<file path="src/rtl/unsigned_mul_8x8_ha_array_accumulator.sv">
// ---------------------------------------------------------------------------
// unsigned_mul_8x8_ha_array_accumulator
//
// Back end of the 8x8 approximate multiplier. Takes the four half-adder
// compressed partial-product rows (carry vector b, sum vector t) from the
// ha_array stage and folds them into the final product with a single 17-bit
// adder. The adder adds one row per cycle.
//
// Ports:
//   clk            rising-edge clock
//   rst            synchronous, active-high reset
//   in_valid       row set on ha_array_* is valid
//   in_ready       block can accept a row set
//   ha_array_k_b   7-bit carry vector of row k (bit i weighs 2^(i+2))
//   ha_array_k_t   9-bit sum vector of row k (bit i weighs 2^i)
//   out_valid      product valid
//   out_ready      consumer accepts product
//   product        accumulated product, saturated to 16'hFFFF on overflow
//   ovf            accumulator exceeded 16 bits and product was saturated
//
// Timing: a set accepted at edge N reaches the output after the edge that adds
// row ROWS-1. The consumer samples out_valid high at edge N+ROWS+1. in_ready
// is also raised during the output handshake cycle. This lets a new set be
// accepted on the same edge and gives one product every ROWS+1 cycles.
// ---------------------------------------------------------------------------
module unsigned_mul_8x8_ha_array_accumulator #(
    parameter int unsigned ROWS      = 4,   // fixed at 4 for the 8x8 array
    parameter int unsigned ROW_SHIFT = 2,
    parameter int unsigned OUT_W     = 16,
    parameter int unsigned ACC_W     = 17
) (
    input  logic             clk,
    input  logic             rst,
    input  logic             in_valid,
    output logic             in_ready,
    input  logic [6:0]       ha_array_0_b,
    input  logic [6:0]       ha_array_1_b,
    input  logic [6:0]       ha_array_2_b,
    input  logic [6:0]       ha_array_3_b,
    input  logic [8:0]       ha_array_0_t,
    input  logic [8:0]       ha_array_1_t,
    input  logic [8:0]       ha_array_2_t,
    input  logic [8:0]       ha_array_3_t,
    output logic             out_valid,
    input  logic             out_ready,
    output logic [OUT_W-1:0] product,
    output logic             ovf
);

    localparam int unsigned K_W = $clog2(ROWS);

    typedef enum logic [1:0] {
        StIdle,
        StAcc,
        StDone
    } state_e;

    state_e           state_q;
    logic [ACC_W-1:0] acc_q;
    logic [K_W-1:0]   k_q;
    logic [6:0]       buf_b [ROWS];
    logic [8:0]       buf_t [ROWS];

    logic [6:0]       in_b [ROWS];
    logic [8:0]       in_t [ROWS];
    logic             accept;
    logic             last_row;
    logic [9:0]       row_val;
    logic [ACC_W-1:0] row_contrib;
    logic [ACC_W-1:0] acc_sum;

    always_comb begin
        in_b[0] = ha_array_0_b;
        in_b[1] = ha_array_1_b;
        in_b[2] = ha_array_2_b;
        in_b[3] = ha_array_3_b;
        in_t[0] = ha_array_0_t;
        in_t[1] = ha_array_1_t;
        in_t[2] = ha_array_2_t;
        in_t[3] = ha_array_3_t;
    end

    // in_ready is combinational so it can follow out_ready in the handshake
    // cycle. It is held low while rst is asserted.
    always_comb begin
        in_ready = 1'b0;
        if (!rst) begin
            in_ready = (state_q == StIdle) || ((state_q == StDone) && out_ready);
        end
    end

    assign accept   = in_valid && in_ready;
    assign last_row = (k_q == K_W'(ROWS - 1));

    // R_k = t_k + (b_k << 2) is the 10-bit row value. It is weighted by 2^(ROW_SHIFT*k).
    always_comb begin
        row_val     = 10'(buf_t[k_q]) + (10'(buf_b[k_q]) << 2);
        row_contrib = ACC_W'(row_val) << (ROW_SHIFT * k_q);
        acc_sum     = acc_q + row_contrib;
    end

    always_ff @(posedge clk) begin
        if (rst) begin
            state_q   <= StIdle;
            acc_q     <= '0;
            k_q       <= '0;
            out_valid <= 1'b0;
            product   <= '0;
            ovf       <= 1'b0;
            for (int i = 0; i < ROWS; i++) begin
                buf_b[i] <= '0;
                buf_t[i] <= '0;
            end
        end else begin
            unique case (state_q)
                StIdle: ;
                StAcc: begin
                    acc_q <= acc_sum;
                    k_q   <= k_q + 1'b1;
                    if (last_row) begin
                        state_q   <= StDone;
                        out_valid <= 1'b1;
                        ovf       <= acc_sum[ACC_W-1];
                        product   <= acc_sum[ACC_W-1] ? '1 : acc_sum[OUT_W-1:0];
                    end
                end
                StDone: begin
                    // Hold product/ovf until the consumer takes them.
                    if (out_ready) begin
                        state_q   <= StIdle;
                        out_valid <= 1'b0;
                    end
                end
                default: state_q <= StIdle;
            endcase

            // Accepting a set overrides the DONE->IDLE return for back-to-back use.
            if (accept) begin
                state_q <= StAcc;
                acc_q   <= '0;
                k_q     <= '0;
                for (int i = 0; i < ROWS; i++) begin
                    buf_b[i] <= in_b[i];
                    buf_t[i] <= in_t[i];
                end
            end
        end
    end

endmodule

</file>
<file path="config.mk">
export PLATFORM = sky130hd
export DESIGN_NAME = unsigned_mul_8x8_ha_array_accumulator
export DESIGN_NICKNAME = d
export VERILOG_FILES = /design/src/rtl/unsigned_mul_8x8_ha_array_accumulator.sv
export SDC_FILE = /design/constraint.sdc
export NUM_CORES = 1
export LEC_CHECK = 0
export ABC_AREA = 1
export CORE_AREA = 2 2 97 193
export DETAILED_ROUTE_END_ITERATION = 12
export DIE_AREA = 0 0 99 195
export GPL_ROUTABILITY_DRIVEN = 0
export PLACE_DENSITY_LB_ADDON = 0.25
export SYNTH_ARGS = -nofsm -noshare
export SYNTH_HDL_FRONTEND = slang
export SYNTH_SLANG_ARGS = --single-unit
</file>
<file path="constraint.sdc">
create_clock -name clk -period 4.6 [get_ports clk]
set_input_delay 0.92 -clock clk [delete_from_list [all_inputs] [get_ports clk]]
set_output_delay 0.92 -clock clk [all_outputs]
set_load 0.02 [all_outputs]
</file>
== After elaboration in Yosys (flattened, before gate mapping) ==
Memory sizes are Yosys's and may differ from the RTL's. A register that Yosys moved wholly into a read port is not among the register bits.
Cells that the tools add are included.

* Eq/ne operators: 8
* Multiplexer cells: 26
* Shift-type cells: 1
* Add/subtract/negate cells: 3
* Reductions and logical operators: 10
* Bitwise logic cells: 9

{| class="wikitable"
|+ Operators with widths
! cell !! number
|-
| 2-to-1 mux 9 bit || 4
|-
| 2-to-1 mux 7 bit || 4
|-
| adder 17 bit || 1
|-
| left shift 10 x 3 -> 17 bit || 1
|-
| 2-to-1 mux 16 bit || 1
|-
| 2-to-1 mux 2 bit || 6
|-
| adder 9 x 9 -> 10 bit || 1
|-
| 2-to-1 mux 1 bit || 9
|-
| AND reduction 3 bit || 3
|-
| OR 1 bit || 8
|-
| != test 2 bit, second input constant || 3
|-
| != test 3 bit, second input constant || 2
|-
| one-hot mux 2 bit (3 select lines) || 1
|-
| equality test 2 bit, second input constant || 2
|-
| adder 2 x 1 -> 2 bit, second input constant || 1
|-
| equality test 2 x 1 -> 1 bit, second input constant || 1
|-
| logical AND 1 bit || 2
|-
| zero test 2 bit || 1
|-
| one-hot mux 1 bit (2 select lines) || 1
|-
| AND reduction 2 bit || 1
|-
| nonzero test 2 bit || 1
|-
| OR reduction 2 bit || 1
|-
| logical OR 1 bit || 1
|-
| NOT 1 bit || 1
|}

* Memories kept: 2
* Output and inout bits: 19
* Bits in writable memories: 64
* Input port bits: 68
* Flip-flop bits (word level): 39
* Logic and storage cells: 66

{| class="wikitable"
|+ Memories
! name !! depth !! width !! rd ports !! clocked after memory_dff !! write ports !! line !! RTL
|-
| buf_t || 4 || 9 || 1 || 1 || 4 || 62 || <nowiki>logic [8:0] buf_t [ROWS];</nowiki>
|-
| buf_b || 4 || 7 || 1 || 1 || 4 || 61 || <nowiki>logic [6:0] buf_b [ROWS];</nowiki>
|}

== Longest topological paths before layout ==
Gate-level depths: netlist (run 1).

* Word-level depth: 9
* Mapped depth: 27
* Mapped depth without buffers: 24

== Worst setup path after synthesis (run 1) ==
OpenSTA, ideal clock, no wires.

* Path type: register to register
* Start: register (tool-made name)
* End: register product[3]
* Required time: 4.491 ns
* Path buffers: 3
* Library setup time: 0.109 ns
* Stages on the path, launching flop included: 26
* Setup slack: 1.037 ns
* Period minus slack after synthesis: 3.563 ns
* Arrival: 3.454 ns
* Cell sequence: dfxtp_1 -> inv_1 -> buf_2 -> clkbuf_1 -> nor2_1 -> o22ai_1 -> ha_1 -> fa_1 -> nand3_1 -> nand2_1 -> xnor2_1 -> o21ai_0 -> nand2_1 -> o21ai_1 -> ha_1 -> nand2_1 -> inv_1 -> nand2_1 -> nand2_2 -> a21oi_2 -> nand3_1 -> nand2_4 -> buf_12 -> nand3_2 -> nand2_1 -> inv_1

{| class="wikitable"
|+ RTL lines
! element !! line !! RTL
|-
| end signal: assignment || 124 || <nowiki>product <= acc_sum[ACC_W-1] ? '1 : acc_sum[OUT_W-1:0];</nowiki>
|-
| end: declaration || 46 || <nowiki>output logic [OUT_W-1:0] product,</nowiki>
|}

==> results.py, run 1 <==
metrics = {
    "floorplan": {
        "rows": 69,
        "start_util": 0.3490,
        "fp.dieArea_mm2": 0.01931,
        "fp.dieW_um": 99,
        "coreArea_mm2": 0.01770,
        "die_h_um": 195,
        "design.portCount": 87,
    },
    "hold_path": {
        "min_to": "acc_q[0]$_SDFFE_PP0P_",
        "hold_class": "reg2reg",
        "min_path_cells": 2,
        "hold_start": "acc_q[0]$_SDFFE_PP0P_",
    },
    "cts": {
        "clkTransAtPathRegs_ps": 80,
        "cts_sinks": 105,
        "holdBufCountCts": 0,
        "numCtsBuffers": 9,
        "post_cts_buffers": 0,
        "clockBufferDepth": 2,
        "cts_tree": "done",
        "cts_root_buf": "clkbuf_16",
        "clock_latency_ps": 350,
        "cts_max_level": 3,
        "cts-resized-gates": 0,
    },
    "setup_path": {
        "worstPathRequired_ps": 4840,
        "crit_path_top_delay_cell": "fa_1",
        "critPathArrivalTime_ps": 4270,
        "cpLargestDelayFamily": "simple AND/OR/NAND/NOR gates",
        "critical_path_class": "reg2reg",
        "rr_worst_depth": 22,
        "crit_chain": "inv_1, buf_4, o21ai_0, o22ai_1, ha_1, fa_1, nand3_1, nand2_1, xnor2_1, o21ai_0, nand2_1, o21ai_0, ha_1, nand2_1, nor2_1, nand3_1, nand3_1, nand2_1, nand2_1, nand2_1, o211ai_1, inv_1",
        "critPathBufInv": 3,
        "reg2reg_slack_ps": 570,
        "worstPathMaxFanout": 28,
        "cpPeakStageDelay_ps": 430,
        "cp_common_cell": "nand2_1",
        "startpoint_type": "flip-flop",
        "regToRegEndpoint": "acc_q[9]$_SDFFE_PP0P_",
        "critPathCaptureType": "flip-flop",
    },
    "grt": {
        "overflow": 0,
        "antenna_found_initial": 0,
        "grt_max_degree": 76,
        "grt_usage": 0.1602,
        "grt_pass1_vias": 5199,
        "grt_pass1_wl_um": 24350,
    },
    "detailed_routing": {
        "via_per_inst": 4.713,
        "dr.pass1.iters": 4,
        "drc": 0,
        "vias": 5170,
        "drtIter0Drc": 188,
        "wl_per_cell_um": 13.69,
        "wirelength_um": 15020,
        "postRouteAntennaNets": 0,
    },
    "placed_design": {
        "dp_hpwl_um": 11960,
        "io_buffer_count": 86,
    },
    "sta": {
        "finalSetupViolCount": 0,
        "fin_skew_ps": 10.09,
        "setup_tns_ps": 0,
        "rsz0062_at_grt": "no",
        "fmax_mhz": 248.2,
        "finalHoldViolations": 0,
        "relSlewSlack": 0.5853,
        "slew_viol_final": 0,
        "fin_crit_sh": 0.8758,
        "fin_crit_ps": 4029,
        "fin_hold_ws_ps": 475.7,
        "tightestPinTransition_ps": 622.1,
    },
    "pwr": {
        "internal_power_uw": 1773,
        "clockPowerShare": 0.274,
        "p_leak_uw": 0.003605,
        "power_frac_seq": 0.405,
        "peakVddDrop_v": 0.0001747,
        "netSwitchingPower_uw": 952.4,
        "switching_share": 0.3494,
        "share_comb_of_total_power": 0.321,
        "powerDensity_mw_per_mm2": 363.4,
    },
    "cells_and_area": {
        "drive_gt1_frac": 0.06448,
        "areaGrowthSynthToFinish_pct": 21.45,
        "nets": 974,
        "fin_util": 0.4238,
        "diodes": 0,
    },
    "yosys": {
        "syn-instance-count": 805,
        "yosys.area_share.xor_xnor": 0.01418,
        "synth_fp_nets": 900,
        "synthArstFlopShare": 0,
        "synth_top_family_by_area": "simple AND/OR/NAND/NOR gates",
        "synth_enable_flop_cells": 64,
        "ys.flop_type": "edfxtp_1",
        "yosys.area_share.adder": 0.05713,
        "avgSynthCellArea_um2": 7.672,
        "ys_ff_latch": 105,
        "synthDistinctLibCells": 44,
        "synth-simple-area-share": 0.2569,
        "synth.mux.area_fraction": 0,
        "synth_area_mm2": 0.006176,
        "synth_compound_area_frac": 0.1066,
        "ys_warn_count": 0,
        "ys_seq_area_frac": 0.4441,
    },
    "run": {
        "maxCapViolCount": 0,
    },
    "outcome": {
        "status": "complete, no violations",
    },
}
==> how the worst max path moves through the flow <==
stage	endpoint	slack (ps)	cells past startpoint	start
floorplan	product[3]$_SDFFE_PP0P_	1040	25	flip-flop
global placement	product[2]$_SDFFE_PP0P_	600	24	flip-flop
detailed placement	product[7]$_SDFFE_PP0P_	600	24	flip-flop
CTS	acc_q[9]$_SDFFE_PP0P_	550	22	flip-flop
global route	acc_q[9]$_SDFFE_PP0P_	220	22	flip-flop
finish	acc_q[9]$_SDFFE_PP0P_	570	22	flip-flop
==> sequential cells by signal, indices dropped and copies added, names as in the netlist, named ones only <==
name	count
buf_b	28
product	16
state_q	2
ovf	1
out_valid	1
acc_q	17
buf_t	36
k_q	2
==> synthesized netlist by cell type, drive strengths merged, types with 14 or more instances <==
library cell	n	area [um^2]
a21oi	24	127.6
clkbuf	19	81.32
dfxtp	41	820.8
edfxtp	64	1922
ha	25	312.8
inv	156	585.6
nand2	170	680.7
nand3	49	295.3
nor2	130	503.0
o21a	14	105.1
o21ai	42	210.2
o22ai	14	87.58
==> kinds of logic after synthesis <==
kind of cell,count (synthesis)
AOI/OAI and AO/OA,110
xor gates and xnor gates,10
adders and majority gates,27
buffers and inverters,187
DFF,105
and+or+nand+nor,366
==> metrics by stage <==
stage	worst slack (ps)	total power, uW	cells	instance area [um^2]
detailed placement	595.6	2005	1081	7214
CTS	551.8	2757	1097	7501
floorplan	1037	1754	805	6176
global placement	595.8	2003	1081	7214
global route	221.6	2908	1097	7501
finish	571.3	2726	1097	7501
==> cell usage in the layout (no fill, tap or decap), types with 3 or more instances in the layout <==
cell,n
edfxtp_1,64
clkbuf_16,9
nand4_1,7
nand3_2,10
nor2_1,126
nand2_2,13
and2_1,3
o21ai_0,39
a21oi_1,22
o211ai_1,8
clkinv_4,3
xnor2_1,8
nor2_2,3
dfxtp_1,41
ha_1,25
o21ai_1,3
buf_4,6
nand2_1,155
o22ai_1,14
inv_1,154
clkdlybuf4s50_1,86
nand3_1,39
o21a_1,14
==> metal layers <==
| layer | track usage | wire [um] | vias up |
|---|---|---|---|
| met5 | 0 | 0 | - |
| met4 | 0.09488 | 825 | 0 |
| met3 | 0.01432 | 273 | 49 |
| met2 | 0.3288 | 8879 | 101 |
| met1 | 0.1427 | 5043 | 2327 |
| li1 | - | - | 2693 |
==> cell type report <==
type,count,area [um^2]
clock buffer,10,229.0
multi-input combinational,513,2690
tap,213,266.5
inverter,157,589.3
sequential,105,2743
fill,1823,10200
timing repair buffer,93,925.9
clock inverter,6,57.56
==> power by group through the flow <==
stage / Clock [uW] / Combinational, uW / Sequential, uW
5_1_grt: 805 / 993 / 1110
2_1_floorplan: 0 / 643 / 1110
4_1_cts: 770 / 882 / 1100
3_3_place_gp: 0 / 877 / 1130
6_report: 747 / 876 / 1100
3_5_place_dp: 0 / 879 / 1130
==> worst min-delay path, stage by stage, from the launching register on <==
cell     delay (ps)
dfxtp_1         320
nand2_1          70
a21oi_1          50
Note: power is estimated with default switching activity, not from simulation.
==> inputs of run 2 (changes only) <==
--- a/config.mk
+++ b/config.mk
@@ -7,6 +7,7 @@
 export LEC_CHECK = 0
 export ABC_AREA = 1
 export CORE_AREA = 2 2 97 193
+export CTS_CLUSTER_DIAMETER = 30
 export DETAILED_ROUTE_END_ITERATION = 12
 export DIE_AREA = 0 0 99 195
 export GPL_ROUTABILITY_DRIVEN = 0
==> results of run 2 <==
Same layout as run 1: the final DEF is identical, and so are final timing and power.
